`config.mk`:
```
export PLATFORM = sky130hd
export DESIGN_NAME = pll_phase_meter
export DESIGN_NICKNAME = d
export VERILOG_FILES = /design/src/rtl/pll_phase_meter.sv
export SDC_FILE = /design/constraint.sdc
export NUM_CORES = 1
export LEC_CHECK = 0
export BUFFER_PORTS_ARGS = -buffer_cell sky130_fd_sc_hd__buf_2
export CORE_MARGIN = 10
export CORE_UTILIZATION = 35
export CTS_BUF_LIST = sky130_fd_sc_hd__clkbuf_4 sky130_fd_sc_hd__clkbuf_8
export DETAILED_ROUTE_END_ITERATION = 8
export PLACE_DENSITY = 0.61
export RECOVER_POWER = 25
export SLEW_MARGIN = 10
export SYNTH_ARGS = -nofsm -noshare
export SYNTH_HDL_FRONTEND = slang
export SYNTH_SLANG_ARGS = --single-unit
```
`constraint.sdc`:
```
create_clock -name clk_50 -period 7.3 [get_ports clk_50]
set_input_delay 1.095 -clock clk_50 [delete_from_list [all_inputs] [get_ports clk_50]]
set_output_delay 1.095 -clock clk_50 [all_outputs]
set_load 0.02 [all_outputs]
```
`src/rtl/pll_phase_meter.sv`:
```
// pll_phase_meter
//   Measures an asynchronous reference against the recovered PLL output,
//   both sampled on clk_50. Reports the mean reference period and the mean
//   lag from reference rise to PLL rise over 2^AVG_LOG2 periods, a no-signal
//   flag when the reference stops and a lock flag when the lag is stable.
//
// Ports
//   clk_50      in   system clock
//   rst         in   synchronous reset, active-high
//   ref_in      in   reference input, asynchronous
//   pll_in      in   PLL output under test, asynchronous
//   period      out  averaged reference period, clk_50 cycles
//   phase       out  averaged ref-rise to pll-rise lag, clk_50 cycles
//   meas_valid  out  one-cycle pulse when period/phase update
//   nosig       out  reference absent
//   lock        out  phase stable between consecutive results
//   phase_deg   out  phase in degrees 0..359 (0 when divider not built)
//   deg_valid   out  one-cycle pulse when phase_deg updates
//
// Build option
//   PLL_PHASE_METER_DEG_EN : include the serial divider producing phase_deg.
//   Without it phase_deg and deg_valid are tied low.

module pll_phase_meter #(
    parameter int CNT_W    = 16,
    parameter int AVG_LOG2 = 2,
    parameter int TIMEOUT  = 5000,
    parameter int LOCK_TOL = 4
) (
    input  logic             clk_50,
    input  logic             rst,
    input  logic             ref_in,
    input  logic             pll_in,
    output logic [CNT_W-1:0] period,
    output logic [CNT_W-1:0] phase,
    output logic             meas_valid,
    output logic             nosig,
    output logic             lock,
    output logic [8:0]       phase_deg,
    output logic             deg_valid
);

    localparam int ACC_W  = CNT_W + AVG_LOG2;
    localparam int NCNT_W = AVG_LOG2 + 1;
    localparam int TMO_W  = $clog2(TIMEOUT + 1);

    localparam logic [NCNT_W-1:0] N_LAST   = NCNT_W'((1 << AVG_LOG2) - 1);
    localparam logic [TMO_W-1:0]  TMO_LAST = TMO_W'(TIMEOUT - 1);

    typedef enum logic {
        S_IDLE,
        S_RUN
    } state_t;

    state_t state;
    state_t state_nxt;

    // [0] first sync flop, [1] second sync flop, [2] previous synced value
    logic [2:0] ref_sh;
    logic [2:0] pll_sh;
    logic       ref_edge;
    logic       pll_edge;

    logic [CNT_W-1:0]  per_cnt;
    logic [CNT_W-1:0]  ph_smp;
    logic              ph_done;
    logic [ACC_W-1:0]  acc_p;
    logic [ACC_W-1:0]  acc_ph;
    logic [NCNT_W-1:0] n_cnt;
    logic              miss;
    logic              have_prev;
    logic [TMO_W-1:0]  tmo_cnt;

    logic              take;
    logic              win_done;
    logic              tmo_hit;
    logic [CNT_W-1:0]  ph_sample;
    logic [CNT_W-1:0]  per_inc;
    logic [ACC_W-1:0]  sum_p;
    logic [ACC_W-1:0]  sum_ph;
    logic [CNT_W-1:0]  new_period;
    logic [CNT_W-1:0]  new_phase;
    logic [CNT_W-1:0]  ph_delta;
    logic              win_miss;
    logic              stable;

    // ------------------------------------------------------------------
    // Input synchronisers and rising-edge detect
    // ------------------------------------------------------------------
    always_ff @(posedge clk_50) begin
        if (rst) begin
            ref_sh <= '0;
            pll_sh <= '0;
        end else begin
            ref_sh <= {ref_sh[1:0], ref_in};
            pll_sh <= {pll_sh[1:0], pll_in};
        end
    end

    assign ref_edge = ref_sh[1] & ~ref_sh[2];
    assign pll_edge = pll_sh[1] & ~pll_sh[2];

    // ------------------------------------------------------------------
    // Measurement FSM
    // ------------------------------------------------------------------
    always_ff @(posedge clk_50) begin
        if (rst) begin
            state <= S_IDLE;
        end else begin
            state <= state_nxt;
        end
    end

    always_comb begin
        state_nxt = state;
        take      = 1'b0;
        win_done  = 1'b0;
        // A ref edge restarts the timeout, so it can never coincide with expiry
        tmo_hit   = !nosig && !ref_edge && (tmo_cnt == TMO_LAST);
        case (state)
            S_IDLE: begin
                if (ref_edge) begin
                    state_nxt = S_RUN;
                end
            end
            S_RUN: begin
                if (tmo_hit) begin
                    state_nxt = S_IDLE;
                end else if (ref_edge) begin
                    take     = 1'b1;
                    win_done = (n_cnt == N_LAST);
                end
            end
            default: state_nxt = S_IDLE;
        endcase
    end

    // ------------------------------------------------------------------
    // Sample and result arithmetic
    // ------------------------------------------------------------------
    always_comb begin
        // The phase counter would always equal the period counter, so the
        // phase sample is simply per_cnt frozen at the first pll edge. With
        // no pll edge in the period the sample falls back to the period.
        ph_sample  = ph_done ? ph_smp : per_cnt;
        per_inc    = (per_cnt == '1) ? per_cnt : per_cnt + CNT_W'(1);
        sum_p      = acc_p  + ACC_W'(per_cnt);
        sum_ph     = acc_ph + ACC_W'(ph_sample);
        new_period = sum_p[ACC_W-1:AVG_LOG2];
        new_phase  = sum_ph[ACC_W-1:AVG_LOG2];
        ph_delta   = (new_phase >= phase) ? (new_phase - phase) : (phase - new_phase);
        win_miss   = miss | ~ph_done;
        stable     = have_prev && (ph_delta <= CNT_W'(LOCK_TOL)) && !win_miss;
    end

    always_ff @(posedge clk_50) begin
        if (rst) begin
            period     <= '0;
            phase      <= '0;
            meas_valid <= 1'b0;
            nosig      <= 1'b1;
            lock       <= 1'b0;
            per_cnt    <= '0;
            ph_smp     <= '0;
            ph_done    <= 1'b0;
            acc_p      <= '0;
            acc_ph     <= '0;
            n_cnt      <= '0;
            miss       <= 1'b0;
            have_prev  <= 1'b0;
            tmo_cnt    <= '0;
        end else begin
            meas_valid <= 1'b0;

            // Timeout: cycles since the last ref edge, frozen once nosig is set
            if (ref_edge) begin
                tmo_cnt <= '0;
                nosig   <= 1'b0;
            end else if (tmo_hit) begin
                nosig <= 1'b1;
                lock  <= 1'b0;
            end else if (!nosig) begin
                tmo_cnt <= tmo_cnt + TMO_W'(1);
            end

            // Period counter and first-pll-edge capture
            if (ref_edge) begin
                per_cnt <= CNT_W'(1);
                ph_done <= pll_edge;
                ph_smp  <= '0;
            end else if (state == S_RUN && !tmo_hit) begin
                per_cnt <= per_inc;
                if (pll_edge && !ph_done) begin
                    ph_done <= 1'b1;
                    ph_smp  <= per_cnt;
                end
            end else begin
                per_cnt <= '0;
                ph_done <= 1'b0;
                ph_smp  <= '0;
            end

            // Window accumulation and result publication
            if (take) begin
                if (win_done) begin
                    period     <= new_period;
                    phase      <= new_phase;
                    meas_valid <= 1'b1;
                    lock       <= stable;
                    have_prev  <= 1'b1;
                    acc_p      <= '0;
                    acc_ph     <= '0;
                    n_cnt      <= '0;
                    miss       <= 1'b0;
                end else begin
                    acc_p  <= sum_p;
                    acc_ph <= sum_ph;
                    n_cnt  <= n_cnt + NCNT_W'(1);
                    miss   <= win_miss;
                end
            end else if (state_nxt == S_IDLE) begin
                acc_p     <= '0;
                acc_ph    <= '0;
                n_cnt     <= '0;
                miss      <= 1'b0;
                have_prev <= 1'b0;
            end
        end
    end

    // ------------------------------------------------------------------
    // Optional degrees conversion: phase*360/period, restoring division
    // ------------------------------------------------------------------
`ifdef PLL_PHASE_METER_DEG_EN
    localparam int Q_W  = CNT_W + 9;
    localparam int DC_W = $clog2(Q_W);

    localparam logic [DC_W-1:0] DC_LAST = DC_W'(Q_W - 1);

    // div_q starts as the dividend and shifts left; quotient bits enter at
    // the bottom, so after Q_W steps it holds the full quotient.
    logic [Q_W-1:0]   div_q;
    logic [CNT_W-1:0] div_rem;
    logic [CNT_W-1:0] div_d;
    logic [DC_W-1:0]  div_cnt;
    logic             div_busy;
    logic             div_cap;
    logic [CNT_W:0]   rem_sh;
    logic [CNT_W:0]   rem_sub;
    logic             rem_ge;

    always_comb begin
        rem_sh  = {div_rem, div_q[Q_W-1]};
        rem_ge  = (rem_sh >= {1'b0, div_d});
        rem_sub = rem_ge ? (rem_sh - {1'b0, div_d}) : rem_sh;
    end

    always_ff @(posedge clk_50) begin
        if (rst) begin
            div_q     <= '0;
            div_rem   <= '0;
            div_d     <= '0;
            div_cnt   <= '0;
            div_busy  <= 1'b0;
            div_cap   <= 1'b0;
            phase_deg <= '0;
            deg_valid <= 1'b0;
        end else begin
            deg_valid <= 1'b0;
            if (meas_valid) begin
                // A new result always restarts, dropping any division in flight
                div_q    <= Q_W'(phase) * Q_W'(360);
                div_rem  <= '0;
                div_d    <= period;
                div_cnt  <= '0;
                div_busy <= 1'b1;
                div_cap  <= (phase >= period);
            end else if (div_busy) begin
                div_q   <= {div_q[Q_W-2:0], rem_ge};
                div_rem <= rem_sub[CNT_W-1:0];
                div_cnt <= div_cnt + DC_W'(1);
                if (div_cnt == DC_LAST) begin
                    div_busy  <= 1'b0;
                    deg_valid <= 1'b1;
                    phase_deg <= div_cap ? 9'd359 : {div_q[7:0], rem_ge};
                end
            end
        end
    end
`else
    assign phase_deg = '0;
    assign deg_valid = 1'b0;
`endif

endmodule

```
==> summary.md <==
| Metric | Value |
|---|---|
| First-pass GRT wire length | 32900 µm |
| Register area share after synthesis | 0.320 |
| Post-cts hold buffer count | 0 |
| I/O pin total | 49 |
| Leakage | 3.37 nW |
| Final cycle utilization of the critical path | 0.779 |
| Initial antenna violation count | 0 |
| Total track usage | 0.136 |
| Crit Path Max Fanout | 9 |
| Status | completed |
| Die area | 29500 µm² |
| Final Skew | 0.0107 ns |
| CP Launch Point | ph_done |
| N_diodes | 0 |
| Async S/R FF share, synth | 0 |
| Cell depth of the worst flop-to-flop path | 21 |
| Max cap viols | 0 |
| R2R Setup Slk | 1.61 ns |
| Gate Count Post-Synth | 1016 |
| Via density | 5.25 |
| Unrepaired setup endpoints after global routing | no |
| Vias after detailed routing | 6963 |
| CTS clk-pin slew, worst paths | 0.08 ns |
| Min-Delay Startpoint | period[14] |
| Slew @ Worst Pin | 0.923 ns |
| Hold path depth | 2 |
| Final min period | 5.69 ns |
| Final setup slack of the worst path | 1.61 ns |
| Core box area | 22600 µm² |
| Hold EP | period[14] |
| Overflow after GRT | 0 |
| CTS max path bufs | 2 |
| FMAX | 176 MHz |
| Syn avg cell area | 7.94 µm² |
| Synth Register Bits | 129 |
| Hold Path Class | flop to flop |
| Post-CTS Setup Bufs | 0 |
| Share of post-route cells with drive strength above 1 | 0.0788 |
| Worst skew pair latency | 0.45 ns |
| Worst setup SP type | flop |
| Die Y | 172 µm |
| Clk root buf | clkbuf_8 |
| CP Data Arrival Time | 6.07 ns |
| Worst setup path category | flop to flop |
| CTS tree | yes |
| Layout area overhead | 9.55% |
| RR Endpoint | lock |
| DRC | 0 |
| Slew Limit Fails | 0 |
| Pre-Repair DR Iteration Count | 5 |
| Row cnt | 55 |
| WL/cell | 14.8 µm |
| Setup TNS | 0 ns |
| Yosys warns | 0 |
| CP required | 7.68 ns |
| DRT iter0 DRCs | 516 |
| Pwr dens | 162 nW/µm² |
| Port Buf Inserts | 38 |
| Mapped cell area | 8070 µm² |
| EDFF count, synth | 0 |
| Slew headroom | 0.385 |
| Worst r2r src | ph_done |
| Final net count | 1102 |
| Yosys cell types | 68 |
| H-Tree Depth | 4 |
| CTS resizes | 0 |
| Die W | 172 µm |
| Final hold vios | 0 |
| Starting Density | 0.356 |
| DP Wirelength | 14200 µm |
| Largest net degree at the start of global routing | 82 |
| Leading cell type in the layout, fill and taps excluded | dfxtp_1 |
| Clock Sinks | 129 |
| Main synth FF type | dfxtp_1 |
| Vias in the first global route | 6587 |
| VDD IR max | 0.113 mV |
| Placement Setup Slack | 1.68 ns |
| Final GP Congestion | 0.882 |
| Total CTS buffers | 17 |
| Routed WL | 19700 µm |
| Critical path capture point type | flop |
| Final Setup Violations | 0 |
| Post-DRT Antenna Nets | 0 |
| Most frequent cells in the layout | dfxtp_1, nand2_1, nor2_1 |
[worst max-delay path by stage]
stage          endpoint  slack [ns]  cells past startpoint
6_report           lock        1.61                     21
5_1_grt            lock        1.16                     21
4_1_cts            lock        1.65                     21
3_5_place_dp       lock        1.68                     21
3_3_place_gp       lock        1.84                     21
2_1_floorplan      lock        2.14                     22
[critical path, stage by stage (launching register included)]
cell	delay, ns
dfxtp_1	0.53
mux2_2	0.38
ha_1	0.21
fa_1	0.41
a21o_1	0.19
a21oi_1	0.26
o21ai_0	0.23
a211oi_1	0.36
o31ai_1	0.18
a21oi_1	0.18
o21bai_1	0.12
xor2_1	0.24
ha_1	0.34
and3_1	0.24
a221oi_1	0.39
o21ai_0	0.18
a21oi_1	0.22
and2_1	0.20
nand3_1	0.12
nor4b_1	0.33
o221ai_1	0.14
o21ai_1	0.16
[cell families (layout without fill, tap and decap cells)]
kind of cell	after synthesis	in the layout	share of synthesized area
other	1	10	0.000465
adders and majority gates	69	69	0.109
and+or+nand+nor	369	369	0.213
xor gates and xnor gates	56	56	0.0608
DFF	129	129	0.320
AOI/OAI and AO/OA	256	256	0.206
buffers and inverters	111	127	0.0572
muxes	25	25	0.0336
[flip-flops by register name, indices dropped and copies added, names as in the netlist]
signal	cells
nosig	1
state	1
ref_sh	3
have_prev	1
phase	16
meas_valid	1
ph_smp	16
tmo_cnt	13
lock	1
n_cnt	3
acc_p	18
per_cnt	16
period	16
ph_done	1
pll_sh	3
acc_ph	18
miss	1
[cells in the mapped netlist (11+ instances only)]
| cell | number | area (µm²) |
|---|---|---|
| xor2_1 | 26 | 228 |
| nor2b_1 | 15 | 93.8 |
| inv_1 | 52 | 195 |
| nand3_1 | 27 | 135 |
| nor2_1 | 102 | 383 |
| xnor2_1 | 30 | 263 |
| dfxtp_1 | 129 | 2580 |
| nand2_1 | 126 | 473 |
| mux2_2 | 17 | 191 |
| a21oi_1 | 85 | 425 |
| o21ai_0 | 40 | 200 |
| nor3_1 | 29 | 145 |
| nand4_1 | 14 | 87.6 |
| a22oi_1 | 30 | 225 |
| ha_1 | 67 | 838 |
| clkbuf_1 | 45 | 169 |
| o21a_1 | 11 | 82.6 |
| a21o_1 | 14 | 105 |
| a211oi_1 | 11 | 82.6 |
[metrics by stage]
stage / utilization / cells / cell area, µm² / power [mW] / hold WS [ns]
detailed placement: 0.373 / 1295 / 8440 / 0.764 / 0.440
CTS: 0.392 / 1326 / 8880 / 1.45 / 0.452
floorplan: - / 1025 / 8100 / 0.757 / 0.414
finish: 0.390 / 1326 / 8840 / 1.43 / 0.451
global route: 0.390 / 1326 / 8840 / 1.48 / 0.478
global placement: 0.373 / 1295 / 8440 / 0.764 / 0.438
[power breakdown]
| part | internal [mW] | switching, mW |
|---|---|---|
| Combinational | 0.00744 | 0.0311 |
| Clock | 0.376 | 0.308 |
| Sequential | 0.706 | 0.00316 |
| Total | 1.09 | 0.342 |
[layer usage]
layer,GRT usage,wire length [µm],vias up
li1,-,-,3604
met5,0,0,-
met3,0.0326,733,20
met2,0.224,9060,90
met4,0.0364,197,0
met1,0.174,9670,3249
[final cells by class]
cell class,instances,area [µm²]
timing repair buffer,44,195
fill,2301,13800
inverter,52,195
tap,285,357
clock buffer,21,289
clock inverter,10,148
sequential,129,2580
multi-input combinational,785,5070
Power figures use the tool's default switching activity.
